$ cat src/rtl/stream_demux.sv
// Routes each input beat to one of LENGTH single-entry output slots, with 1-cycle accept-to-valid latency.
// in_ready follows the addressed slot: high if it is empty or draining now; out-of-range beats are always taken and dropped.
module stream_demux #(
    parameter  int DATA_WIDTH = 32,
    parameter  int LENGTH     = 9,
    localparam int DEST_WIDTH = $clog2(LENGTH)
) (
    input  logic                  clk,
    input  logic                  reset,
    input  logic [DATA_WIDTH-1:0] in_data,
    input  logic [DEST_WIDTH-1:0] in_dest,
    input  logic                  in_valid,
    output logic                  in_ready,
    output logic [DATA_WIDTH-1:0] out_data [LENGTH],
    output logic [LENGTH-1:0]     out_valid,
    input  logic [LENGTH-1:0]     out_ready,
    output logic [15:0]           drop_count,
    output logic                  out_error
);

    logic [LENGTH-1:0]     r_slot_valid;
    logic [DATA_WIDTH-1:0] r_slot_data [LENGTH];
    logic [15:0]           r_drop_count;
    logic                  r_out_error;

    logic              w_in_range;
    logic              w_slot_rdy;
    logic              w_accept;
    logic              w_drop;
    logic [LENGTH-1:0] w_load;

    assign w_in_range = (32'(in_dest) < 32'(LENGTH));
    // Index is only meaningful when in range; the mux below masks the other case.
    assign w_slot_rdy = !r_slot_valid[in_dest] || out_ready[in_dest];
    assign in_ready   = w_in_range ? w_slot_rdy : 1'b1;
    assign w_accept   = in_valid && in_ready;
    assign w_drop     = w_accept && !w_in_range;

    always_comb begin
        w_load = '0;
        for (int i = 0; i < LENGTH; i++) begin
            w_load[i] = w_accept && w_in_range && (in_dest == DEST_WIDTH'(i));
        end
    end

    // A refill takes priority over a drain so a slot streams with no bubble.
    always_ff @(posedge clk or negedge reset) begin
        if (!reset) begin
            r_slot_valid <= '0;
            for (int i = 0; i < LENGTH; i++) begin
                r_slot_data[i] <= '0;
            end
        end else begin
            for (int i = 0; i < LENGTH; i++) begin
                if (w_load[i]) begin
                    r_slot_valid[i] <= 1'b1;
                    r_slot_data[i]  <= in_data;
                end else if (out_ready[i]) begin
                    r_slot_valid[i] <= 1'b0;
                end
            end
        end
    end

    always_ff @(posedge clk or negedge reset) begin
        if (!reset) begin
            r_drop_count <= '0;
            r_out_error  <= 1'b0;
        end else begin
            r_out_error <= w_drop;
            if (w_drop && (r_drop_count != 16'hFFFF)) begin
                r_drop_count <= r_drop_count + 16'd1;
            end
        end
    end

    assign out_valid  = r_slot_valid;
    assign out_data   = r_slot_data;
    assign drop_count = r_drop_count;
    assign out_error  = r_out_error;

endmodule

$ cat config.mk
export PLATFORM = sky130hd
export DESIGN_NAME = stream_demux
export DESIGN_NICKNAME = d
export VERILOG_FILES = /design/src/rtl/stream_demux.sv
export SDC_FILE = /design/constraint.sdc
export NUM_CORES = 1
export LEC_CHECK = 0
export CAP_MARGIN = 15
export CORE_UTILIZATION = 40
export CTS_CLUSTER_SIZE = 25
export DETAILED_ROUTE_END_ITERATION = 6
export PLACE_DENSITY = 0.82
export SLEW_MARGIN = 25
export SYNTH_ARGS = -nofsm -noshare
export SYNTH_HDL_FRONTEND = slang
export SYNTH_SLANG_ARGS = --single-unit
$ cat constraint.sdc
create_clock -name clk -period 1.6 [get_ports clk]
set_input_delay 0.32 -clock clk [delete_from_list [all_inputs] [get_ports clk]]
set_output_delay 0.32 -clock clk [all_outputs]
set_load 0.03 [all_outputs]
# Word-level counts from Yosys, hierarchy flattened

Cells that the tools add are included.

Input bits: 48
Word-level logic and storage cells: 81
Flip-flop bits (word level): 314

Mux-type cells: 23
Add/subtract/negate cells: 1
Equality and inequality tests: 9
Order comparisons: 2
Reduce and logical (&&, ||, !) cells: 26

Operators with widths:

| kind                                                                  | number |
|---|---|
| 1-bit two-way mux                                                     | 21 |
| 2-bit nonzero test                                                    | 9 |
| 16-bit by 1-bit adder with 16-bit output, second input constant       | 1 |
| 4-bit by 3-bit equality test with 1-bit output, second input constant | 4 |
| 16-bit inequality test, second input constant                         | 1 |
| 1-bit logical AND                                                     | 13 |
| 1-bit binary-select mux with 4-bit select                             | 2 |
| 4-bit by 2-bit equality test with 1-bit output, second input constant | 2 |
| 4-bit by 5-bit < comparator with 1-bit output, second input constant  | 1 |
| 4-bit by 1-bit equality test with 1-bit output, second input constant | 1 |
| 4-bit equality test, second input constant                            | 1 |
| 4-bit zero test                                                       | 1 |
| 4-bit < comparator, second input constant                             | 1 |
| 1-bit zero test                                                       | 2 |
| 1-bit logical OR                                                      | 1 |

# Depth between registers and ports, before layout

Gate-level depths: netlist of the first run.

Word-level depth: 9
Depth in mapped cells: 7
Gate-level depth less buffers: 6

# Worst setup path after synthesis of the first run

Ideal clock, no wire load.

Kind: reg-to-output
Start point: reg r_slot_valid[1], in the netlist out_valid[1]
End point: out in_ready
Required time: 1280 ps
Path buffers: 0
Stages on the path, launching flop included: 6
Slack: -270 ps
Data arrival time: 1550 ps
Path through: dfrtp_1 > nor2b_1 > a211o_1 > a21oi_1 > a211oi_1 > nor2_1

Word-level cells in the longest chain between the ends: 5

Ends and longest elaborated chain:

| item                                      | line | text |
|---|---|---|
| start, declared                           | 21   | `logic [LENGTH-1:0] r_slot_valid;` |
| start signal, assigned                    | 49   | `r_slot_valid <= '0;` |
| start signal, assigned by index           | 56   | `r_slot_valid[i] <= 1'b1;` |
| start signal, assigned by index           | 59   | `r_slot_valid[i] <= 1'b0;` |
| 1-bit binary-select mux with 4-bit select | 34   | `assign w_slot_rdy = !r_slot_valid[in_dest] \|\| out_ready[in_dest];` |
| 1-bit two-way mux (implied by the code)   | 34   |  |
| 1-bit zero test                           | 34   |  |
| 1-bit logical OR                          | 34   |  |
| 1-bit two-way mux                         | 35   | `assign in_ready = w_in_range ? w_slot_rdy : 1'b1;` |
| end, declared                             | 13   | `output logic in_ready,` |

No other way between the ends. The select of a mux whose other input is x is not followed.

# Final worst setup path of the first run

Start point: reg r_slot_valid[4], in the netlist out_valid[4]
End point: out in_ready

Same word-level chain as after synthesis.

==> results.toml, run 1 <==
[logic_synthesis]
yosysUniqueCellTypes = 30
syn_area_um2 = 11900
synth_ff_type = "dfrtp_1"
synth.yosys.seq_area_share = 0.661
ys_seq_elements = 314
synth_edf_count = 0
netlist_instances = 728
yosysWarnings = 0
synthArstFlopShare = 1.00
synth_nets = 777
syn_area_per_cell_um2 = 16.3

[sta]
fin_setup_tns_ns = -0.696
rsz0062_at_grt = "yes"
fmax_ghz = 0.455
final-hold-violation-count = 0
fin_ws_ns = -0.599
finalCritPeriodShare = 1.37
tightestPinTransition_ns = 0.460
setup_viol = 6
hold_slack_ns = 0.314
slew_headroom = 0.692
skew_ns = 0.0238
slew_violations = 0
fin_crit_ns = 2.20

[final_layout]
area_growth_pct = 47.4
layout-drive-gt1-share = 0.517
stdcell_area_um2 = 17500
final_net_count = 1216
final_common_cell = "dfrtp_1"
layout_common_cells = "dfrtp_1, mux2_2, clkdlybuf4s15_1"

[global_routing]
overflow = 0
track_usage = 0.231
grt_pass1_wl_um = 52900
antenna_found_initial = 2
grt_pass1_vias = 8624
grt_max_degree = 60

[worst_setup_path]
rr_worst_depth = 7
worst-r2r-setup-slack_ns = -0.03
crit_slowest_cell = "mux4_2"
worstPathArrival_ns = 1.88
cp-end-kind = "output pin"
crit_type = "reg2out"
critPathMaxFanout = 2
critPathMaxStageDelay_ns = 0.46
worstPathRequired_ns = 1.28
critPathLaunchType = "flip-flop"
r2r-end = "drop_count[13]$_DFFE_PN0P_"
crit_chain = "nand2b_4, mux4_2, a211oi_2, nor2_4, buf_6"
rr_startpoint = "drop_count[1]$_DFFE_PN0P_"

[place]
place_area_um2 = 16600
dp_hpwl_um = 23300
port-buffer-count = 362
gp_congestion = 0.806
place_ws_ns = -0.700

[routing]
viasPerCell = 5.13
dr.first_iter.drc_count = 296
drt-total-wl_um = 35400
drc = 0
drtAntennaViolNets = 0
drt-pass1-iter-count = 4
post_drt_wl_per_cell_um = 22.5
vias = 8068

[die]
die_h_um = 174
core_region_area_um2 = 29000
ios = 363
die_x_um = 174
die-area_um2 = 30400
rows = 62
initial_utilization = 0.410

[pwr]
p_leak_uw = 0.00816
p_total_uw = 27800
ir_drop_uv = 985
p_per_area_nw_per_um2 = 1580

[clocking]
cts_buffer_depth = 3
clk_latency_ns = 0.51
clock-sinks = 314
path_clk_slew_ns = 0.07
cts_tree = "done"
clock-root-buffer = "clkbuf_16"
cts_buffers = 34
cts_htree_levels = 2

[outcome]
violations = "setup timing"
outcome = "complete, but fails checks"

[job]
cap_violations = 0

[min_path]
min_path_type = "in2async"
## per-layer routing
metal	up-vias	GRT usage	routed length, um
met2	321	0.387	17600
met3	78	0.0711	2780
li1	3464	-	-
met4	0	0.0895	1270
met5	-	0	0
met1	4205	0.278	13800
## Yosys cell counts, types with 2 or more instances
cell        n  area [um^2]
nor3b_2     3         37.5
nand2_1    13         48.8
nor2b_1     3         18.8
buf_2      27          135
nand4_1     8         50.1
xor2_1      2         17.5
and3_1      4         25.0
nand2b_1   10         62.6
dfrtp_1   314         7860
xnor2_1    13          114
buf_4       4         30.0
o21ai_0     2         10.0
nor2_1      6         22.5
nor3_1      2         10.0
nand3_1    12         60.1
inv_1       3         11.3
mux2_2    289         3250
## how the worst max path moves through the flow
stage                                         from                         to  slack, ns  depth (start not counted)
after floorplan           out_valid[5]$_DFFE_PN0P_                   in_ready      -0.07                          4
after global placement                  in_dest[1]  out_data[118]$_DFFE_PN0P_      -0.63                          6
after detailed placement                in_dest[1]  out_data[118]$_DFFE_PN0P_      -0.70                          6
after CTS                 out_valid[4]$_DFFE_PN0P_                   in_ready      -0.66                          5
after global routing      out_valid[0]$_DFFE_PN0P_                   in_ready      -0.69                          6
final                     out_valid[4]$_DFFE_PN0P_                   in_ready      -0.60                          5
## layout make-up
class / instances / area [um^2]
well taps: 384 / 480
inverters: 3 / 11.3
diodes: 2 / 5.00
multi-input cells: 380 / 4020
fillers: 2258 / 11500
clock buffers: 52 / 1080
repair buffers: 434 / 3980
clock inverters: 5 / 81.3
flip-flops and latches: 314 / 7870
## power by group
part	internal, uW	switching [uW]
registers	9730	999
logic	3340	5630
clock network	4970	3090
total	18000	9720
## state kept, by name (all words and copies together) (netlist names)
name        cells
out_valid       9
drop_count     16
out_data      288
out_error       1
## cell families (layout without fill, tap and decap cells)
family | count (synthesis) | count (layout) | share of synthesized area
adders and majority gates | 1 | 1 | 0.00105
and+or+nand+nor | 67 | 67 | 0.0323
AOI/OAI and AO/OA | 7 | 7 | 0.00463
xor gates and xnor gates | 15 | 15 | 0.0110
other | 0 | 2 | 0
buffers and inverters | 34 | 494 | 0.0148
DFF | 314 | 314 | 0.661
muxes | 290 | 290 | 0.276
## worst max-delay path, delay by kind of cell, from the launching register on
family                 cells  cell delay (ns)
multiplexers               1             0.46
flip-flops                 1             0.39
AO/OA/AOI/OAI              1             0.26
buffers and inverters      1             0.14
AND/OR/NAND/NOR            2             0.12
## per-stage QoR
step	std cells	utilization
floorplan	728	-
global placement	1501	0.572
detailed placement	1501	0.572
CTS	1565	0.612
global route	1574	0.604
finish	1574	0.604
## timing repair
item                                   4_1_cts  5_1_grt
pin swaps                                    4        9
resized for setup                          592      207
setup endpoints to repair                  522      221
hold buffers                                 1        0
buffers inserted                             5        5
gates cloned                                 1        2
endpoints found under the hold margin       33        0
Power figures use the tool's default switching activity.
==> inputs of run 2 (changes only) <==
REMOVE_ABC_BUFFERS = 1   (was unset)
==> results.toml, run 2 (synthesis results as in run 1) <==
[routing]
dr.first_iter.drc_count = 417
drt-total-wl_um = 39400
drt-pass1-iter-count = 5
viasPerCell = 5.14
drc = 0
drtAntennaViolNets = 0
vias = 8350
post_drt_wl_per_cell_um = 24.3

[die]
die_h_um = 174
rows = 62
core_region_area_um2 = 29000
ios = 363
initial_utilization = 0.410
die-area_um2 = 30400
die_x_um = 174

[place]
place_ws_ns = -0.991
place_area_um2 = 16800
dp_hpwl_um = 24000
dpl.cell_count = 1529
port-buffer-count = 362
gp_congestion = 0.898

[outcome]
outcome = "complete, but fails checks"
violations = "setup timing"

[global_routing]
grt_pass1_vias = 8966
track_usage = 0.237
grt_max_degree = 61
overflow = 0
grt_pass1_wl_um = 54700
antenna_found_initial = 0

[sta]
final-hold-violation-count = 0
finalCritPeriodShare = 1.35
fin_ws_ns = -0.552
rsz0062_at_grt = "yes"
fin_crit_ns = 2.15
skew_ns = 0.0101
fmax_ghz = 0.465
slew_headroom = 0.710
slew_violations = 0
setup_viol = 94
tightestPinTransition_ns = 0.434

[worst_setup_path]
worstPathArrival_ns = 1.83
critPathLaunchType = "flip-flop"
critPathMaxStageDelay_ns = 0.47
crit_slowest_cell = "mux4_2"
crit_type = "reg2out"
crit_family = "multiplexers"
worstPathRequired_ns = 1.28
crit_chain = "nand2b_1, mux4_2, a211oi_2, nor2_1, buf_4"
cp-end-kind = "output pin"
cp_num_buf_inv = 1
critPathMaxFanout = 2

[clocking]
cts_buffer_depth = 3
cts_tree = "done"
clock-root-buffer = "clkbuf_16"
clock-sinks = 314
path_clk_slew_ns = 0.06
cts_buffers = 34
cts_htree_levels = 2
clk_latency_ns = 0.50

[pwr]
p_per_area_nw_per_um2 = 1510
clock_power_share = 0.273
p_leak_uw = 0.00868
seq_power_share = 0.389
switchingPower_uw = 9820
p_comb_frac = 0.339
ir_drop_uv = 1170
internal_power_uw = 17800
switching_share = 0.356

[job]
cap_violations = 0

[final_layout]
area_growth_pct = 53.4
layout_common_cells = "dfrtp_1, mux2_2, clkdlybuf4s15_1"
layout-drive-gt1-share = 0.507
final_util = 0.629
antenna_cells = 0
final_common_cell = "dfrtp_1"
finalNonFillerCells = 1623
stdcell_area_um2 = 18200
final_net_count = 1267
largest_register_ffs = 288

[min_path]
min_path_type = "in2async"
[run 2: repair_timing]
action | 4_1_cts | 5_1_grt
hold buffers | 1 | 0
pin swaps | 12 | 10
cloned | 6 | 15
setup endpoints to repair | 613 | 445
gates resized for setup | 579 | 324
endpoints found under the hold margin | 66 | 0
buffers inserted | 11 | 11
[run 2: worst paths after layout]
check	from	endpoint	slack, ns	depth (start not counted)
worst max-delay path	out_valid[5]$_DFFE_PN0P_	in_ready	-0.55	5
worst min-delay path	reset	drop_count[2]$_DFFE_PN0P_	0.27	2
worst max register to register	out_valid[0]$_DFFE_PN0P_	out_data[261]$_DFFE_PN0P_	-0.26	8
worst min register to register	out_data[262]$_DFFE_PN0P_	out_data[262]$_DFFE_PN0P_	0.50	1
max in group asynchronous	reset	out_data[74]$_DFFE_PN0P_	0.63	4
min in group clk	in_valid	out_valid[6]$_DFFE_PN0P_	0.33	3
[run 2: cell type report]
class	instances	area (um^2)
Inverter	3	11.3
Tap cell	384	480
Clock buffer	53	1050
Clock inverter	4	20.0
Sequential cell	314	7860
Multi-Input combinational cell	380	4180
Fill cell	2121	10800
Timing Repair Buffer	485	4650
[run 2: power by group through the flow]
stage | sequential (uW) | combinational, uW | clock, uW
floorplan | 14300 | 1650 | 0
global placement | 10700 | 10100 | 0
detailed placement | 10800 | 10200 | 0
CTS | 10700 | 9260 | 7640
global route | 10900 | 9680 | 7960
finish | 10700 | 9340 | 7520
[run 2: worst reg2reg max path: stages, from the launching register on]
cell	delay [ns]
dfrtp_1	0.40
buf_6	0.13
buf_6	0.10
nor2b_4	0.12
nor3_2	0.16
nand3_2	0.17
buf_12	0.20
buf_12	0.15
mux2_4	0.31
[run 2: layer usage]
layer	GRT usage	part of all wire	vias to the layer above	wire length (um)
li1	-	-	3556	-
met1	0.292	0.41	4395	16000
met2	0.403	0.49	338	19400
met3	0.0746	0.082	61	3210
met4	0.0599	0.019	0	743
met5	0	0	-	0
[run 2: per-stage QoR]
step	total power (uW)	hold WS (ns)	setup TNS [ns]
floorplan	16000	0.0244	-198.41
global placement	20800	0.193	-178.10
detailed placement	21000	0.193	-190.99
CTS	27500	0.259	-7.39
global route	28600	0.278	-12.65
finish	27600	0.272	-7.33
==> inputs of run 3 (changes only) <==
GPL_ROUTABILITY_DRIVEN = 1   (was unset)
==> results of run 3 <==
Final layout, timing and power as in run 2 (identical DEF).
